[config.mk]
export PLATFORM = sky130hd
export DESIGN_NAME = if_id_fetch_queue
export DESIGN_NICKNAME = d
export VERILOG_FILES = /design/src/rtl/if_id_fetch_queue_pkg.sv /design/src/rtl/if_id_fetch_queue.sv
export SDC_FILE = /design/constraint.sdc
export NUM_CORES = 1
export LEC_CHECK = 0
export ABC_AREA = 1
export CORE_AREA = 4 4 122 170
export CTS_CLUSTER_SIZE = 30
export DETAILED_ROUTE_END_ITERATION = 10
export DIE_AREA = 0 0 126 174
export GPL_ROUTABILITY_DRIVEN = 1
export PLACE_DENSITY = 0.79
export RECOVER_POWER = 50
export SYNTH_ARGS = -nofsm -noshare
export SYNTH_HDL_FRONTEND = slang
export SYNTH_SLANG_ARGS = --single-unit
[constraint.sdc]
create_clock -name clk -period 5.9 [get_ports clk]
set_input_delay 0.885 -clock clk [delete_from_list [all_inputs] [get_ports clk]]
set_output_delay 0.885 -clock clk [all_outputs]
set_load 0.01 [all_outputs]
[src/rtl/if_id_fetch_queue_pkg.sv]
// Shared fetch-path constants for the IF/ID fetch queue.
// Both the datapath width and the bubble instruction are defined here.
package if_id_fetch_queue_pkg;

    localparam int WORD_WIDTH = 32;
    localparam logic [WORD_WIDTH-1:0] NOP_INSTR = '0;

endpackage

[src/rtl/if_id_fetch_queue.sv]
// IF/ID fetch queue: buffers {pc, instruction} words from IF and hands them to ID under
// valid/ready, freezing IF when full and discarding everything on a taken branch.
module if_id_fetch_queue
    import if_id_fetch_queue_pkg::*;
#(
    parameter  int DEPTH = 4,
    localparam int PTR_W = $clog2(DEPTH)
) (
    input  logic                  clk,
    input  logic                  rst,
    input  logic                  in_valid,
    input  logic [WORD_WIDTH-1:0] in_pc,
    input  logic [WORD_WIDTH-1:0] in_instruction,
    output logic                  if_freeze,
    input  logic                  flush,
    output logic                  id_valid,
    input  logic                  id_ready,
    output logic [WORD_WIDTH-1:0] id_pc,
    output logic [WORD_WIDTH-1:0] id_instruction,
    output logic [PTR_W:0]        count
);

    localparam logic [PTR_W:0] FULL_COUNT = (PTR_W + 1)'(DEPTH);

    logic [2*WORD_WIDTH-1:0] mem [DEPTH];
    logic [PTR_W-1:0]        wr_ptr;
    logic [PTR_W-1:0]        rd_ptr;
    logic                    enq;
    logic                    deq;
    logic [2*WORD_WIDTH-1:0] head;

    // Freeze depends only on the registered count, so a full queue never
    // passes a word straight through even when ID drains it this cycle.
    assign if_freeze = (count == FULL_COUNT);
    assign id_valid  = (count != '0);
    assign enq       = in_valid & ~if_freeze & ~flush;
    assign deq       = id_valid & id_ready & ~flush;

    always_ff @(posedge clk) begin
        if (rst) begin
            wr_ptr <= '0;
            rd_ptr <= '0;
            count  <= '0;
        end else if (flush) begin
            wr_ptr <= '0;
            rd_ptr <= '0;
            count  <= '0;
        end else begin
            if (enq) wr_ptr <= wr_ptr + PTR_W'(1);
            if (deq) rd_ptr <= rd_ptr + PTR_W'(1);
            case ({enq, deq})
                2'b10:   count <= count + (PTR_W + 1)'(1);
                2'b01:   count <= count - (PTR_W + 1)'(1);
                default: count <= count;
            endcase
        end
    end

    // Storage is deliberately left unreset; the output mask hides stale entries.
    always_ff @(posedge clk) begin
        if (!rst && enq) mem[wr_ptr] <= {in_pc, in_instruction};
    end

    always_comb begin
        head           = mem[rd_ptr];
        id_pc          = '0;
        id_instruction = NOP_INSTR;
        if (id_valid) begin
            id_pc          = head[2*WORD_WIDTH-1:WORD_WIDTH];
            id_instruction = head[WORD_WIDTH-1:0];
        end
    end

    always_ff @(posedge clk) begin
        if (!rst) assert (count <= FULL_COUNT);
    end

endmodule

======== Word level (Yosys, flattened, before mapping) ========
Memory sizes are Yosys's and may differ from the RTL's. A register that Yosys moved wholly into a read port is not among the register bits.
Index checks and enable logic that the tools add are counted.
operators by class
  shifts and indexed selects .............. 0
  muxes and demuxes ....................... 7
  divide/modulo/power cells ............... 0
  magnitude comparators ................... 0
  equality and inequality tests ........... 3
  multiply operators ...................... 0
  add/sub/neg operators ................... 4
  reduce and logical (&&, ||, !) cells .... 5
  bitwise logic cells ..................... 6
operators by type and width
  kind                                                 number
  two-way mux 32 bit                                   2
  case mux 3 bit (2 select lines)                      1
  adder 2 x 1 -> 2 bit, second input constant          2
  bitwise AND 1 bit                                    4
  two-way mux 2 bit                                    2
  adder 3 x 1 -> 3 bit, second input constant          1
  equality test 3 bit, second input constant           1
  nonzero test 3 bit                                   1
  subtractor 3 x 1 -> 3 bit, second input constant     1
  equality test 2 x 1 -> 1 bit, second input constant  1
  equality test 2 bit, second input constant           1
  two-way mux 1 bit                                    2
  NOT 1 bit                                            2
  nonzero test 2 bit                                   1
  OR reduction 2 bit                                   1
  logical AND 1 bit                                    1
  zero test 1 bit                                      1
word-level totals
  output and inout port bits .............. 69
  bits in latches ......................... 0
  RAM bits ................................ 256
  register bits ........................... 7
  memories kept ........................... 1
  input bits .............................. 69
  memory bits (read-only) ................. 0
  word-level logic and storage cells ...... 29
memory list
  name  words  bits a word  rd ports  clocked after memory_dff  wr ports  RTL line                 text
  mem   4      64           1         1                         1         if_id_fetch_queue.sv:25  logic [2*WORD_WIDTH-1:0] mem [DEPTH];

======== Logic depth before layout (Yosys ltp) ========
  depth after elaboration ................. 7
  depth in mapped cells ................... 13
  gate-level depth less buffers ........... 13

======== Worst setup path before layout ========
No wires, ideal clock.
  path type ............................... input port to flip-flop
  from .................................... input flush
  to ...................................... memory mem[0][0] in the netlist's numbering (enable)
  library setup time ...................... 0.487 ns
  arrival ................................. 4.017 ns
  path buffers ............................ 0
  slack ................................... 1.397 ns
  data required time ...................... 5.413 ns
  cell stages on the path ................. 3
  cells stage by stage .................... nor2_1 nand3_1 nor2_1
on the way
  longest elaborated chain between the ends .. 5
RTL lines
  item                                     RTL line                 text
  from (decl)                              if_id_fetch_queue.sv:15  input logic flush,
  NOT 1 bit                                if_id_fetch_queue.sv:36  assign enq = in_valid & ~if_freeze & ~flush;
  bitwise AND 1 bit                        if_id_fetch_queue.sv:36
  logical AND 1 bit                        if_id_fetch_queue.sv:61  if (!rst && enq) mem[wr_ptr] <= {in_pc, in_instruction};
  two-way mux 1 bit                        if_id_fetch_queue.sv:61
  two-way mux 1 bit (implied by the code)  if_id_fetch_queue.sv:61
  to (decl)                                if_id_fetch_queue.sv:25
Every way passes these cells.

======== Worst setup path in the final report ========
  from .................................... input flush
  to ...................................... memory mem[0][47] in the netlist's numbering (enable)
Same word-level chain as after synthesis.

==> flow_summary.yaml <==
floorplanning:
  rows: 60
  die-width_um: 126
  coreArea_mm2: 0.0192
  boundaryPins: 138
  dieArea_mm2: 0.0219
  die_y_um: 174
  start_util_pct: 54.2
critical_path:
  critPathMaxStageDelay_ns: 1.87
  crit_top_cell: "nor2_1"
  start_kind: "primary input"
  cp_slowest_cell: "nor2_1"
  path_cells: "dlygate4sd3_1 > nor2_1 > nand3_1 > nor2_1 > buf_4"
  path_max_fanout: 27
  cp.arrival_ns: 4.54
  critPathBufInv: 2
  path_delay_family: "simple AND/OR/NAND/NOR gates"
  critPathCaptureType: "register"
  critPathKind: "in2reg"
  required_ns: 6.07
grt:
  grt.busiest_layer: "met2"
  grt_use_total_pct: 19.2
  grt_pass1_wl_um: 33600
  grt_pass1_vias: 6708
  met3_usage_pct: 2.89
  grt_overflow: 0
  grt_use_met1_pct: 23.0
  antenna_found_initial: 2
  grt_max_degree: 103
  met2_usage_pct: 35.6
power_and_ir_drop:
  p_sw_share_pct: 19.4
  p_per_area_mw_per_mm2: 300
  comb_power_share_pct: 5.4
  peakVddDrop_v: 0.000205
  p_int_w: 0.00307
  seq_power_share_pct: 55.0
  clkPwrFrac_pct: 39.7
  p_leak_nw: 4.29
  switching_power_w: 0.000739
min_path:
  hold_class: "reg2reg"
cells_and_area:
  final_nets: 1027
  layout_common_cells: "nor2_1, edfxtp_1, o21ai_0"
  final_common_cell: "nor2_1"
  fin_area_mm2: 0.0127
  diodes: 0
  drive_above_1_share_pct: 5.57
  area_growth_pct: 21.8
drt:
  vias: 6628
  drt_pass1_iterations: 5
  wl_per_cell_um: 17.9
  first_iter_violations: 673
  via_per_inst: 5.45
  routed_wl_um: 21800
  post-route-drc-count: 0
  ant_nets: 0
placed_design:
  dpl_cell_area_mm2: 0.0119
  gp_congestion: 0.767
  hpwl_um: 12700
  port_buffers: 137
timing:
  slew_headroom_pct: -62.9
  maxSlewViolCount: 51
  post-route-period-util_pct: 74.1
  rsz0062_at_grt: "no"
  period_needed_ns: 4.37
  fmax_mhz: 229
  tightestPinTransition_ns: 2.44
  setup_tns_ns: 0
  hold_viol_final: 0
  setup_viol: 0
  finClkSkew_ns: 0.0140
clock_tree:
  post_cts_buffers: 0
  clock-sinks: 265
  clock_latency_ns: 0.51
  cts_buffer_depth: 3
  cts_resized: 0
  cts_tree: "yes"
  path_clk_slew_ns: 0.06
  cts-buffers-inserted: 23
  cts_hold_buf: 0
  htreeDepth: 1
  cts-root-buf: "clkbuf_16"
yosys:
  syn_avg_cell_area_um2: 12.6
  syn_nets: 902
  ys_ff_latch: 265
  synthDistinctLibCells: 19
  syn_area_mm2: 0.0104
  synth_cells: 827
  ys_seq_area_share_pct: 75.5
  ys_warn_count: 0
outcome:
  violations: "max-capacitance violations, max-slew violations"
  outcome: "complete, but fails checks"
flow_run:
  drv_cap: 2
[per-stage QoR]
step / std cells / utilization (%) / hold WS, ns / power (W) / setup WS, ns
2_1_floorplan: 827 / - / 0.459 / 0.00222 / 1.40
3_3_place_gp: 1175 / 62.1 / 0.473 / 0.00234 / 2.30
3_5_place_dp: 1175 / 62.1 / 0.497 / 0.00235 / 2.24
4_1_cts: 1217 / 66.1 / 0.508 / 0.00383 / 1.73
5_1_grt: 1217 / 66.1 / 0.521 / 0.00392 / 1.19
6_report: 1217 / 66.1 / 0.503 / 0.00381 / 1.53
[synthesized netlist by cell type]
cell type    n  share of area, %
o21ai_1     10              0.48
nand3_1      5              0.24
nand3b_1     1             0.072
a21oi_1     69               3.3
buf_4        3              0.22
fa_1         1              0.19
edfxtp_1   256                74
buf_1        6              0.22
nand2_1     14              0.50
clkbuf_1    12              0.43
inv_1       17              0.61
nor2_1     269               9.7
inv_2        3              0.11
dfxtp_1      9               1.7
o21ai_0    120               5.8
buf_6       13               1.4
ha_1         5              0.60
buf_2       13              0.62
nand4_1      1             0.060
[power by group through the flow]
stage	logic, W	clock network, W	registers [W]
2_1_floorplan	0.0000818	0	0.00213
6_report	0.000204	0.00151	0.00209
3_3_place_gp	0.000211	0	0.00213
3_5_place_dp	0.000215	0	0.00213
4_1_cts	0.000217	0.00153	0.00209
5_1_grt	0.000223	0.00160	0.00209
[worst min-delay path: cells and delay by family (launching register included)]
kind             cells  cell delay (ns)
AO/OA/AOI/OAI        1             0.06
flip-flops           1             0.32
AND/OR/NAND/NOR      1             0.08
[sequential cells by signal, indices dropped and copies added, names as in the netlist, named ones only]
signal / count
count: 3
mem: 256
rd_ptr: 2
wr_ptr: 2
[layer usage]
layer	share of wire, %	wire length [um]	vias up
met2	54	11800	233
li1	-	-	3157
met5	0.12	26	-
met3	5.7	1250	52
met4	2.5	550	4
met1	38	8170	3182
[final timing paths]
path / start / to / slack [ns] / cells after the start
min reg2reg: rd_ptr[0]$_SDFFE_PP0P_ / rd_ptr[0]$_SDFFE_PP0P_ / 0.50 / 2
min: rd_ptr[0]$_SDFFE_PP0P_ / rd_ptr[0]$_SDFFE_PP0P_ / 0.50 / 2
max reg2reg: count[1]$_SDFFE_PP0P_ / mem[0][47]$_DFFE_PP_ / 2.26 / 5
max: flush / mem[0][47]$_DFFE_PP_ / 1.53 / 5
[kinds of logic (layout without fill, tap and decap cells)]
kind of cell               Yosys count  after routing  share of synthesized area, %
and+or+nand+nor                    290            290                          10.6
DFF                                265            265                          75.5
adders and majority gates            6              6                         0.792
buffers and inverters               67            209                          3.61
AOI/OAI and AO/OA                  199            199                          9.55
[cell type report]
type | count | area (um2)
clock inverter | 12 | 150
multi-input combinational | 495 | 2190
inverter | 20 | 76.3
tap | 248 | 310
timing repair buffer | 147 | 1460
sequential | 265 | 7870
clock buffer | 30 | 632
fill | 1377 | 6520
No activity file was read; power rests on OpenSTA's default activity.
